===== config.mk =====
export PLATFORM = sky130hd
export DESIGN_NAME = dpram_init
export DESIGN_NICKNAME = d
export VERILOG_FILES = /design/src/rtl/dpram_init.sv
export SDC_FILE = /design/constraint.sdc
export NUM_CORES = 1
export LEC_CHECK = 0
export CAP_MARGIN = 10
export CORE_MARGIN = 10
export CORE_UTILIZATION = 55
export CTS_CLUSTER_DIAMETER = 150
export CTS_CLUSTER_SIZE = 10
export DETAILED_ROUTE_END_ITERATION = 7
export PLACE_DENSITY = 0.79
export SYNTH_ARGS = -nofsm -noshare
export SYNTH_HDL_FRONTEND = slang
export SYNTH_SLANG_ARGS = --single-unit

===== constraint.sdc =====
create_clock -name clk -period 6 [get_ports clk]
set_clock_uncertainty 0.05 [all_clocks]
set_input_delay 1.2 -clock clk [delete_from_list [all_inputs] [get_ports clk]]
set_output_delay 1.2 -clock clk [all_outputs]
set_load 0.05 [all_outputs]

===== src/rtl/dpram_init.sv =====
// Simple dual-port synchronous RAM with byte-lane writes, selectable read-during-write
// policy, optional output register, and a post-reset sweep to a known value.
module dpram_init #(
  parameter int unsigned   WD       = 16,
  parameter int unsigned   AD       = 4,
  parameter int unsigned   RDW_MODE = 0,
  parameter int unsigned   OREG     = 0,
  parameter logic [WD-1:0] INIT_VAL = '0
) (
  input  logic            clk,
  input  logic            rst,
  output logic            init_busy,
  input  logic            wr_cs_n,
  input  logic [AD-1:0]   wr_addr,
  input  logic [WD-1:0]   wr_din,
  input  logic [WD/8-1:0] wr_be,
  input  logic            rd_cs_n,
  input  logic [AD-1:0]   rd_addr,
  output logic [WD-1:0]   rd_dout,
  output logic            rd_valid
);

  localparam int unsigned DP = 1 << AD;
  localparam int unsigned NB = WD / 8;

  typedef enum logic {ST_INIT = 1'b0, ST_READY = 1'b1} state_t;

  state_t          state_q, state_d;
  logic [AD-1:0]   cnt_q, cnt_d;
  logic            init_wr_c;
  logic            wr_en_c;
  logic            rd_en_c;
  logic [WD-1:0]   rd_word_c;
  logic [WD-1:0]   mem [DP];

  // State and sweep counter register
  always_ff @(posedge clk) begin
    if (rst) begin
      state_q <= ST_INIT;
      cnt_q   <= '0;
    end else begin
      state_q <= state_d;
      cnt_q   <= cnt_d;
    end
  end

  // Next state: sweep every address once, then open the ports
  always_comb begin
    state_d   = state_q;
    cnt_d     = cnt_q;
    init_wr_c = 1'b0;
    case (state_q)
      ST_INIT: begin
        init_wr_c = 1'b1;
        cnt_d     = cnt_q + AD'(1);
        if (cnt_q == AD'(DP - 1)) begin
          state_d = ST_READY;
        end
      end
      ST_READY: begin
        state_d = ST_READY;
      end
    endcase
  end

  always_ff @(posedge clk) begin
    if (rst) begin
      init_busy <= 1'b1;
    end else begin
      init_busy <= (state_d == ST_INIT);
    end
  end

  assign wr_en_c = (state_q == ST_READY) && !wr_cs_n;
  assign rd_en_c = (state_q == ST_READY) && !rd_cs_n;

  // Storage array; contents are left alone on the reset edge itself
  always_ff @(posedge clk) begin
    if (!rst) begin
      if (init_wr_c) begin
        mem[cnt_q] <= INIT_VAL;
      end else if (wr_en_c) begin
        for (int i = 0; i < NB; i++) begin
          if (wr_be[i]) begin
            mem[wr_addr][8*i +: 8] <= wr_din[8*i +: 8];
          end
        end
      end
    end
  end

  // Read word with optional write-first merge on a same-address collision
  always_comb begin
    rd_word_c = mem[rd_addr];
    if ((RDW_MODE != 0) && wr_en_c && (rd_addr == wr_addr)) begin
      for (int i = 0; i < NB; i++) begin
        if (wr_be[i]) begin
          rd_word_c[8*i +: 8] = wr_din[8*i +: 8];
        end
      end
    end
  end

  generate
    if (OREG != 0) begin : g_oreg
      logic [WD-1:0] stg_data;
      logic          stg_valid;

      // Two-stage read pipeline; rd_dout only moves when a result lands
      always_ff @(posedge clk) begin
        if (rst) begin
          stg_data  <= '0;
          stg_valid <= 1'b0;
          rd_dout   <= '0;
          rd_valid  <= 1'b0;
        end else begin
          stg_valid <= rd_en_c;
          if (rd_en_c) begin
            stg_data <= rd_word_c;
          end
          rd_valid <= stg_valid;
          if (stg_valid) begin
            rd_dout <= stg_data;
          end
        end
      end
    end else begin : g_direct
      always_ff @(posedge clk) begin
        if (rst) begin
          rd_dout  <= '0;
          rd_valid <= 1'b0;
        end else begin
          rd_valid <= rd_en_c;
          if (rd_en_c) begin
            rd_dout <= rd_word_c;
          end
        end
      end
    end
  endgenerate

endmodule


==> results.toml <==
[routing]
via_count = 5780
wl_per_cell_um = 24.19
drtIter0Drc = 527
ant_nets = 0
drt-total-wl_um = 23000
dr.pass1.iters = 5
drc = 0
vias_per_cell = 6.078

[floorplan]
die_h_um = 161.2
initial_core_util = 0.5615
fp.dieArea_um2 = 25980
pin_count = 48
core_um2 = 19530
core.rowCount = 51
die_x_um = 161.2

[cts]
cts.sinks = 279
cts_tree = "yes"
cts_resized = 0
clock_tree.root_cell = "clkbuf_16"
clk_pin_slew_ns = 0.05
clkLatencyLatePin_ns = 0.54
holdBufCountCts = 0
cts_max_level = 1
cts_buffer_depth = 3
cts_buffers = 31
postCtsSetupBuffers = 0

[synth]
synthTopCellsByArea = "edfxtp_1 (70%), mux4_2 (13%), dfxtp_1 (4.2%)"
yosys_warnings = 0
ys_async_sr_fraction = 0
synthTopCellsByCount = "edfxtp_1 (256), nand2_1 (65), mux4_2 (62)"
synth-edff-count = 256
synth_most_common_cell = "edfxtp_1"
syn_avg_cell_area_um2 = 18.68
synth.top_cell.area_share = 0.7011
netlist_area_um2 = 10960
ys_seq_area_frac = 0.7431
synth_top_cell_by_area = "edfxtp_1"
ys_seq_elements = 279
synth.distinct_cells = 36
ys.flop_type = "edfxtp_1"
syn_nets = 618
netlist_instances = 587

[grt]
gr-total-overflow = 0
grt_max_degree = 44
antenna_found_initial = 0
grt_pass1_vias = 6137
grt_usage = 0.1769
grt_pass1_wl_um = 35780

[placement]
dp_hpwl_um = 14080
routabilityCongestion = 0.7900
io_buffer_count = 47
place_ws_ns = 1.557
dp.cells = 886

[worst_setup_path]
start_kind = "primary input"
cp.arrival_ns = 3.94
path_class = "primary input to flip-flop"
critPathCaptureType = "flip-flop"
cp_max_fo = 24
cp.required_ns = 6.10

[cells_and_area]
fin_util = 0.6465
diodes = 0
layout-drive-gt1-share = 0.1880
nets = 694
final-instance-count-excl-fill = 951
area.growth.synth_to_final_pct = 15.14

[power_and_ir_drop]
clockPowerShare = 0.421
vdd_ir_drop_max_mv = 0.2202
power.internal_mw = 3.147
p_leak_nw = 4.538
power_frac_seq = 0.540
p_sw_uw = 785.1
p_total_mw = 3.932
p_per_area_nw_per_um2 = 311.4
comb_power_share = 0.039
p_sw_frac = 0.1997

[sta]
finalCriticalPeriod_ns = 3.834
rsz0062_at_grt = "no"
final_hold_viol_count = 0
period_share = 0.6390
maxSlewHeadroom = 0.1622
setup_viol = 0
finalMaxSlewViolations = 0
finalSetupTns_ns = 0
max_freq_ghz = 0.2608
worst_slack_ns = 2.166
tightest_slew_ns = 1.247

[run_status]
outcome = "finished, final reports clean"

[hold_path]
hold_class = "flip-flop to flip-flop"

[run]
cap_violations = 0
-- worst max-delay path: stages --
cell and delay (ns):
clkdlybuf4s50_1 0.62, nor4b_4 0.36, buf_4 0.33, mux2i_1 0.34, nor3_1 1.08
-- logic make-up (layout without fill, tap and decap cells) --
family	count (synthesis)	in the layout	share of synthesized area
flops	279	279	0.7431
simple gates	141	141	0.06208
mux	74	74	0.1396
compound gates	54	54	0.03207
buf+inv	35	134	0.01963
xor+xnor	3	3	0.002397
fa+ha+maj	1	1	0.001141
-- layout make-up --
type	instances	area (um2)
Multi-Input combinational cell	273	2601
Inverter	3	11.26
Tap cell	265	331.6
Fill cell	1304	6902
Clock buffer	56	869.6
Sequential cell	279	8148
Timing Repair Buffer	75	663.1
-- power groups by stage --
stage               Sequential, mW  Clock [mW]  Combinational (mW)
finish                        2.12        1.65               0.153
global route                  2.12        1.75               0.165
CTS                           2.12        1.66               0.153
detailed placement            2.16           0               0.151
global placement              2.16           0               0.146
floorplan                     2.16           0               0.106
-- routing by layer --
metal / part of all wire / vias to the layer above / track usage / wire (um)
met5: 0 / - / 0 / 0
met4: 0.023 / 0 / 0.05955 / 531
met3: 0.092 / 42 / 0.03711 / 2118
met2: 0.50 / 333 / 0.2893 / 11400
met1: 0.39 / 2919 / 0.2323 / 8945
li1: - / 2486 / - / -
-- registers in the layout, indices dropped and copies added, names as in the netlist --
| name | flops |
|---|---|
| rd_valid | 1 |
| init_busy | 1 |
| mem | 256 |
| cnt_q | 4 |
| rd_dout | 16 |
| state_q | 1 |
-- worst paths after layout --
| check | from | to | slack (ns) | cells past startpoint |
|---|---|---|---|---|
| worst max-delay path | rst | mem[8][11]$_DFFE_PP_ | 2.17 | 5 |
| worst min-delay path | rd_dout[3]$_SDFFE_PP0P_ | rd_dout[3]$_SDFFE_PP0P_ | 0.41 | 1 |
| worst max register to register | state_q$_SDFF_PP0_ | mem[8][11]$_DFFE_PP_ | 3.01 | 4 |
| worst min register to register | rd_dout[3]$_SDFFE_PP0P_ | rd_dout[3]$_SDFFE_PP0P_ | 0.41 | 1 |
-- metrics by stage --
step                hold WS, ns  instance area, um2
floorplan                0.5040               10960
global placement         0.3991               11700
detailed placement       0.4128               11700
CTS                      0.4118               12570
global route             0.4397               12620
finish                   0.4126               12620
-- cells in the final DEF (no fill, tap or decap), types with 4 or more instances in the layout --
cell / synthesis / final
edfxtp_1: 256 / 256
nand2_1: 65 / 65
mux4_2: 62 / 62
clkdlybuf4s50_1: 0 / 45
nor3_1: 32 / 32
a21oi_1: 31 / 31
clkbuf_16: 0 / 31
clkbuf_1: 9 / 25
dfxtp_1: 23 / 23
buf_4: 3 / 20
and2_1: 16 / 16
a211o_1: 15 / 15
nor2b_1: 11 / 11
nor2_1: 10 / 10
mux2i_1: 8 / 8
clkbuf_4: 0 / 5
buf_2: 12 / 4
Power figures use the tool's default switching activity.
